[src/rtl/fir_tdm_mc.sv]
`default_nettype none
// ============================================================================
//  Module      : fir_tdm_mc
//  Description : Time-multiplexed multi-channel FIR filter. A single
//                multiply-accumulate engine serves CHANNELS round-robin
//                interleaved sample streams. Coefficients are double-buffered:
//                writes go to the shadow bank, and a requested swap takes
//                effect only between sums so no result ever mixes banks.
//                Results are rounded (half up), shifted and saturated.
//  Ports       : clk, rst            - clock, synchronous active-high reset
//                data_vld_i/_rdy_o   - input sample handshake
//                data_i              - signed input sample
//                coe_wr_en_i/addr/data - shadow-bank coefficient write
//                coe_swap_i          - request active/shadow bank swap
//                coe_bank_o          - index of the active bank
//                data_vld_o          - one-cycle result strobe
//                data_o/data_ch_o    - result and its channel
//                data_ovf_o          - result was saturated
//  Revision    : 1.0 - initial release
// ============================================================================
module fir_tdm_mc #(
    parameter int DATA_IN_WIDTH  = 16,
    parameter int COE_WIDTH      = 16,
    parameter int COE_TAPS       = 20,
    parameter int CHANNELS       = 4,
    parameter int ACC_WIDTH      = 37,
    parameter int DATA_OUT_WIDTH = 16,
    parameter int OUT_SHIFT      = 15,
    localparam int c_tap_w = $clog2(COE_TAPS),
    localparam int c_ch_w  = (CHANNELS > 1) ? $clog2(CHANNELS) : 1
) (
    input  logic                      clk,
    input  logic                      rst,
    input  logic                      data_vld_i,
    output logic                      data_rdy_o,
    input  logic [DATA_IN_WIDTH-1:0]  data_i,
    input  logic                      coe_wr_en_i,
    input  logic [c_tap_w-1:0]        coe_wr_addr_i,
    input  logic [COE_WIDTH-1:0]      coe_wr_data_i,
    input  logic                      coe_swap_i,
    output logic                      coe_bank_o,
    output logic                      data_vld_o,
    output logic [DATA_OUT_WIDTH-1:0] data_o,
    output logic [c_ch_w-1:0]         data_ch_o,
    output logic                      data_ovf_o
);

    localparam logic [1:0] c_st_idle = 2'd0;
    localparam logic [1:0] c_st_mac  = 2'd1;
    localparam logic [1:0] c_st_out  = 2'd2;

    localparam int c_prod_w = DATA_IN_WIDTH + COE_WIDTH;
    localparam int c_rnd_sh = (OUT_SHIFT > 0) ? OUT_SHIFT - 1 : 0;

    // Rounding and clamp constants live one bit wider than the accumulator
    // so adding the half-LSB term can never wrap.
    localparam logic signed [ACC_WIDTH:0] c_round =
        (OUT_SHIFT > 0) ? ((ACC_WIDTH+1)'(1) << c_rnd_sh) : '0;
    localparam logic signed [ACC_WIDTH:0] c_out_max =
        {{(ACC_WIDTH+2-DATA_OUT_WIDTH){1'b0}}, {(DATA_OUT_WIDTH-1){1'b1}}};
    localparam logic signed [ACC_WIDTH:0] c_out_min =
        {{(ACC_WIDTH+2-DATA_OUT_WIDTH){1'b1}}, {(DATA_OUT_WIDTH-1){1'b0}}};

    logic [1:0]                      r_state;
    logic [1:0]                      w_state_nxt;
    logic [c_tap_w-1:0]              r_k;
    logic [c_ch_w-1:0]               r_ch_cnt;
    logic [c_ch_w-1:0]               r_cur_ch;
    logic [c_tap_w-1:0]              r_ptr [CHANNELS];
    logic signed [DATA_IN_WIDTH-1:0] r_dly [CHANNELS][COE_TAPS];
    logic signed [COE_WIDTH-1:0]     r_coe [2][COE_TAPS];
    logic                            r_bank;
    logic                            r_swap_pend;
    logic signed [ACC_WIDTH-1:0]     r_acc;
    logic                            r_vld;
    logic                            r_ovf;
    logic [DATA_OUT_WIDTH-1:0]       r_out;
    logic [c_ch_w-1:0]               r_out_ch;

    logic                            w_accept;
    logic                            w_swap_exec;
    logic                            w_last_tap;
    logic                            w_addr_ok;
    logic [c_tap_w-1:0]              w_ptr_cur;
    logic [c_tap_w-1:0]              w_tap_idx;
    logic [c_tap_w-1:0]              w_ptr_nxt;
    logic [c_ch_w-1:0]               w_ch_nxt;
    logic signed [DATA_IN_WIDTH-1:0] w_x;
    logic signed [COE_WIDTH-1:0]     w_h;
    logic signed [c_prod_w-1:0]      w_prod;
    logic signed [ACC_WIDTH:0]       w_rnd;
    logic signed [ACC_WIDTH:0]       w_shf;
    logic [DATA_OUT_WIDTH-1:0]       w_sat;
    logic                            w_ovf;

    assign w_accept    = data_vld_i & data_rdy_o;
    assign w_swap_exec = (r_state == c_st_idle) & r_swap_pend;
    assign w_last_tap  = (r_k == c_tap_w'(COE_TAPS - 1));
    assign w_addr_ok   = (32'(coe_wr_addr_i) < COE_TAPS);
    assign w_ch_nxt    = (r_ch_cnt == c_ch_w'(CHANNELS - 1)) ? '0 : r_ch_cnt + c_ch_w'(1);

    // ---------------- FSM: state register ----------------
    always_ff @(posedge clk) begin
        if (rst) begin
            r_state <= c_st_idle;
        end else begin
            r_state <= w_state_nxt;
        end
    end

    // ---------------- FSM: next state ----------------
    always_comb begin
        w_state_nxt = r_state;
        case (r_state)
            c_st_idle: if (w_accept)   w_state_nxt = c_st_mac;
            c_st_mac:  if (w_last_tap) w_state_nxt = c_st_out;
            c_st_out:                  w_state_nxt = c_st_idle;
            default:                   w_state_nxt = c_st_idle;
        endcase
    end

    // ---------------- FSM: outputs ----------------
    always_comb begin
        data_rdy_o = (r_state == c_st_idle);
    end

    // Tap k reads the sample k steps older than the newest one, which sits
    // at ptr. The modular add of COE_TAPS handles the wrap for any depth.
    always_comb begin
        w_ptr_cur = r_ptr[r_cur_ch];
        if (w_ptr_cur >= r_k) begin
            w_tap_idx = w_ptr_cur - r_k;
        end else begin
            w_tap_idx = w_ptr_cur + c_tap_w'(COE_TAPS) - r_k;
        end
        w_ptr_nxt = (w_ptr_cur == c_tap_w'(COE_TAPS - 1)) ? '0 : w_ptr_cur + c_tap_w'(1);
    end

    assign w_x    = r_dly[r_cur_ch][w_tap_idx];
    assign w_h    = r_coe[r_bank][r_k];
    assign w_prod = c_prod_w'(w_x) * c_prod_w'(w_h);

    // Round half up, arithmetic shift, then clamp to the output range.
    always_comb begin
        w_rnd = $signed({r_acc[ACC_WIDTH-1], r_acc}) + c_round;
        w_shf = w_rnd >>> OUT_SHIFT;
        w_ovf = 1'b0;
        w_sat = w_shf[DATA_OUT_WIDTH-1:0];
        if (w_shf > c_out_max) begin
            w_sat = c_out_max[DATA_OUT_WIDTH-1:0];
            w_ovf = 1'b1;
        end else if (w_shf < c_out_min) begin
            w_sat = c_out_min[DATA_OUT_WIDTH-1:0];
            w_ovf = 1'b1;
        end
    end

    // ---------------- Datapath ----------------
    always_ff @(posedge clk) begin
        if (rst) begin
            r_k         <= '0;
            r_ch_cnt    <= '0;
            r_cur_ch    <= '0;
            r_acc       <= '0;
            r_bank      <= 1'b0;
            r_swap_pend <= 1'b0;
            r_vld       <= 1'b0;
            r_ovf       <= 1'b0;
            r_out       <= '0;
            r_out_ch    <= '0;
            for (int c = 0; c < CHANNELS; c++) begin
                r_ptr[c] <= '0;
                for (int t = 0; t < COE_TAPS; t++) begin
                    r_dly[c][t] <= '0;
                end
            end
            for (int b = 0; b < 2; b++) begin
                for (int t = 0; t < COE_TAPS; t++) begin
                    r_coe[b][t] <= '0;
                end
            end
        end else begin
            r_vld <= 1'b0;

            // Uses the pre-swap bank index, so a write on the swap edge
            // lands in the bank that is about to become active.
            if (coe_wr_en_i && w_addr_ok) begin
                r_coe[~r_bank][coe_wr_addr_i] <= coe_wr_data_i;
            end

            // Swaps only happen between sums; extra requests while one is
            // pending collapse into that single swap.
            if (w_swap_exec) begin
                r_bank      <= ~r_bank;
                r_swap_pend <= 1'b0;
            end else if (coe_swap_i) begin
                r_swap_pend <= 1'b1;
            end

            case (r_state)
                c_st_idle: begin
                    if (w_accept) begin
                        r_dly[r_ch_cnt][r_ptr[r_ch_cnt]] <= data_i;
                        r_acc    <= '0;
                        r_k      <= '0;
                        r_cur_ch <= r_ch_cnt;
                        r_ch_cnt <= w_ch_nxt;
                    end
                end
                c_st_mac: begin
                    r_acc <= r_acc + ACC_WIDTH'(w_prod);
                    r_k   <= r_k + c_tap_w'(1);
                end
                c_st_out: begin
                    r_out            <= w_sat;
                    r_ovf            <= w_ovf;
                    r_out_ch         <= r_cur_ch;
                    r_vld            <= 1'b1;
                    r_ptr[r_cur_ch]  <= w_ptr_nxt;
                end
                default: ;
            endcase
        end
    end

    assign coe_bank_o = r_bank;
    assign data_vld_o = r_vld;
    assign data_o     = r_out;
    assign data_ch_o  = r_out_ch;
    assign data_ovf_o = r_ovf;

endmodule
`default_nettype wire

[config.mk]
export PLATFORM = sky130hd
export DESIGN_NAME = fir_tdm_mc
export DESIGN_NICKNAME = d
export VERILOG_FILES = /design/src/rtl/fir_tdm_mc.sv
export SDC_FILE = /design/constraint.sdc
export NUM_CORES = 2
export LEC_CHECK = 0
export ABC_AREA = 1
export BUFFER_PORTS_ARGS = -buffer_cell sky130_fd_sc_hd__clkbuf_2
export CAP_MARGIN = 25
export CORE_MARGIN = 2
export CORE_UTILIZATION = 55
export CTS_CLUSTER_DIAMETER = 60
export DETAILED_ROUTE_END_ITERATION = 12
export PLACE_DENSITY = 0.69
export RECOVER_POWER = 50
export SLEW_MARGIN = 5
export SYNTH_ARGS = -nofsm -noshare
export SYNTH_HDL_FRONTEND = slang
export SYNTH_SLANG_ARGS = --single-unit
[constraint.sdc]
create_clock -name clk -period 16.7 [get_ports clk]
set_clock_uncertainty 0.15 [all_clocks]
set_input_delay 0.835 -clock clk [delete_from_list [all_inputs] [get_ports clk]]
set_output_delay 0.835 -clock clk [all_outputs]
set_load 0.03 [all_outputs]
==> flow_summary.ini <==
[clock_network]
clock_path_buffers = 3
clkLatencyLatePin_ns = 0.86
cts_buffers = 204
htreeDepth = 4
cts_tree = yes
clkTransAtPathRegs_ns = 0.06
hold_buffers = 0
clkSinkCount = 2015
cts-resized-gates = 0
cts-root-buf = clkbuf_16
cts_setup_buffers = 0

[worst_setup_path]
critical_path_arrival_ns = 14.48
cp-start-kind = flip-flop
cpPeakStageDelay_ns = 2.07
crit_path_frequent_cell = nand2_1
end_kind = flip-flop
path_max_fanout = 221
cpMaxStageDelayCell = dfxtp_1
worstPathRequired_ns = 17.25
crit_type = reg -> reg

[floorplan]
dieArea_sq_um = 186200
core_area_sq_um = 181100
die_x_microns = 431.6
io-pin-count = 64
die_h_microns = 431.6
initial_utilization_pct = 55.51
core.rowCount = 156

[place]
routabilityCongestion = 0.9364
numPortBuffers = 63
dp_hpwl_microns = 185900
dpl_worst_slack_ns = 4.231

[yosys]
avgSynthCellArea_sq_um = 10.27
synth_cells = 9790
ys_seq_area_share_pct = 59.44
synth_edf_count = 1940
async_reset_ff_share_pct = 0
synthFlopType = edfxtp_1
synth.distinct_cells = 62
syn_area_sq_um = 100500
yosys_register_bits = 2015
synth_warnings = 0
syn_nets = 10280

[sta]
drv_slew = 322
min_period_ns = 13.93
slew_headroom_pct = -142.1
fin_ws_ns = 2.768
tightest_slew_ns = 3.631
hold_ws_ns = 0.1337
max_freq_mhz = 71.78
finalHoldViolCount = 0
rsz0062_at_grt = false
setup-violations-final = 0
period_share_pct = 83.43
finalSetupTns_ns = 0

[finish]
area_growth_pct = 7.638
drive_above_1_share_pct = 5.543
fillers = 14970
final_cell_mix = 2158 x nor2_1, 1940 x edfxtp_1, 1712 x nand2_1, 666 x a21oi_1, 491 x inv_1
nNetsFinal = 9964
layout_commonest_cell = nor2_1

[grt]
grt-ovfl-total = 0
antenna_found_initial = 10
track_usage_pct = 32.99
grt_pass1_vias = 73030
grt_max_degree = 222
grt_pass1_wl_microns = 462600

[route]
wl_microns = 309100
viasPerCell = 6.253
ant_nets = 0
drcViolationCount = 0
routedWlPerCell_microns = 25.69
route.vias.total = 75220
drt_iter0_drc = 10700
first_pass_iters = 9

[run]
maxCapViolCount = 7

[status]
failed_checks = max-capacitance violations, max-slew violations
status = complete, but fails checks

[worst_hold_path]
min_path_type = in -> reg
[flip-flops by register name, summed over array words and instances, names as in the netlist, named ones only]
name	flops
r_dly	1280
r_coe	640
r_acc	37
r_ptr	20
data_o	16
r_k	5
data_ch_o	2
r_ch_cnt	2
r_cur_ch	2
r_state	2
coe_bank_o	1
data_ovf_o	1
data_vld_o	1
r_swap_pend	1
[cell usage after synthesis, types with 4 or more instances]
master / count / area share, %
a21o_1: 5 / 0.037
a32o_1: 63 / 0.63
nor3_1: 44 / 0.22
xnor2_1: 10 / 0.087
inv_1: 493 / 1.8
a221oi_1: 211 / 1.8
dfxtp_1: 75 / 1.5
nand4_1: 25 / 0.16
nor2_1: 2160 / 8.1
o21ai_1: 5 / 0.025
clkbuf_1: 427 / 1.6
buf_1: 34 / 0.13
a21oi_1: 666 / 3.3
a22oi_1: 18 / 0.13
ha_1: 124 / 1.5
a31oi_1: 9 / 0.056
nand3_1: 406 / 2.0
o31ai_1: 7 / 0.052
o221ai_1: 35 / 0.30
a32oi_1: 6 / 0.052
nand3_2: 5 / 0.050
edfxtp_1: 1940 / 58
fa_1: 323 / 6.4
nor4_1: 9 / 0.056
or2_2: 11 / 0.068
o22ai_1: 79 / 0.49
buf_4: 68 / 0.51
xor2_1: 15 / 0.13
o21ai_0: 427 / 2.1
buf_2: 210 / 1.0
inv_2: 43 / 0.16
o211ai_1: 37 / 0.28
nand2_1: 1712 / 6.4
o21a_1: 6 / 0.045
o311ai_0: 8 / 0.070
a21oi_2: 11 / 0.096
a211oi_1: 4 / 0.030
nand3b_1: 6 / 0.045
nand2_2: 14 / 0.087
[through the flow]
stage | util, % | instance area, sq um | instances
final | 59.75 | 108200 | 12030
after global routing | 59.73 | 108200 | 12020
after CTS | 59.81 | 108300 | 12020
after detailed placement | 56.21 | 101800 | 11630
after global placement | 56.20 | 101800 | 11630
after floorplan | - | 100500 | 9790
[cell families after synthesis]
group | after synthesis | synth area share (%)
xor+xnor | 25 | 0.2178
compound gates | 1613 | 9.727
mux | 1 | 0.009956
simple gates | 4406 | 17.29
flops | 2015 | 59.44
buf+inv | 1283 | 5.341
fa+ha+maj | 447 | 7.975
[final cells by class]
class                           count  area [sq um]  share of cell area (%)
Sequential cell                  2015         59770                   55.23
Multi-Input combinational cell   6492         35440                   32.75
Clock buffer                      266          5448                   5.034
Tap cell                         2370          2965                   2.740
Inverter                          540          2085                   1.926
Timing Repair Buffer              222          1398                   1.291
Clock inverter                    116          1084                   1.001
Antenna cell                       10         25.02                 0.02312
[routing by layer]
| metal | global-route usage, % | vias up | routed length, microns |
|---|---|---|---|
| met2 | 51.08 | 4632 | 142300 |
| met3 | 6.800 | 764 | 34520 |
| li1 | - | 32890 | - |
| met1 | 45.31 | 36930 | 117500 |
| met5 | 0 | - | 80 |
| met4 | 14.62 | 10 | 14680 |
[path summary, 6_finish.rpt]
path	start	endpoint	slack, ns	depth (start not counted)
worst max-delay path	flip-flop	r_acc[31]	2.77	40
worst min-delay path	coe_swap_i	r_swap_pend	0.13	3
worst max register to register	flip-flop	r_acc[31]	2.77	40
worst min register to register	r_swap_pend	r_swap_pend	0.32	1
[worst max-delay path, delay by kind of cell (launching register included)]
kind / cells / cell delay, ns
AO/OA/AOI/OAI: 3 / 0.35
adder cells (fa/ha/maj): 8 / 4.06
buffers and inverters: 11 / 3.20
flip-flops: 1 / 2.07
AND/OR/NAND/NOR: 18 / 3.78
Power is left out: the tool's default activity adds up to more than one toggle a clock period on the data nets, which glitch-free logic cannot reach.
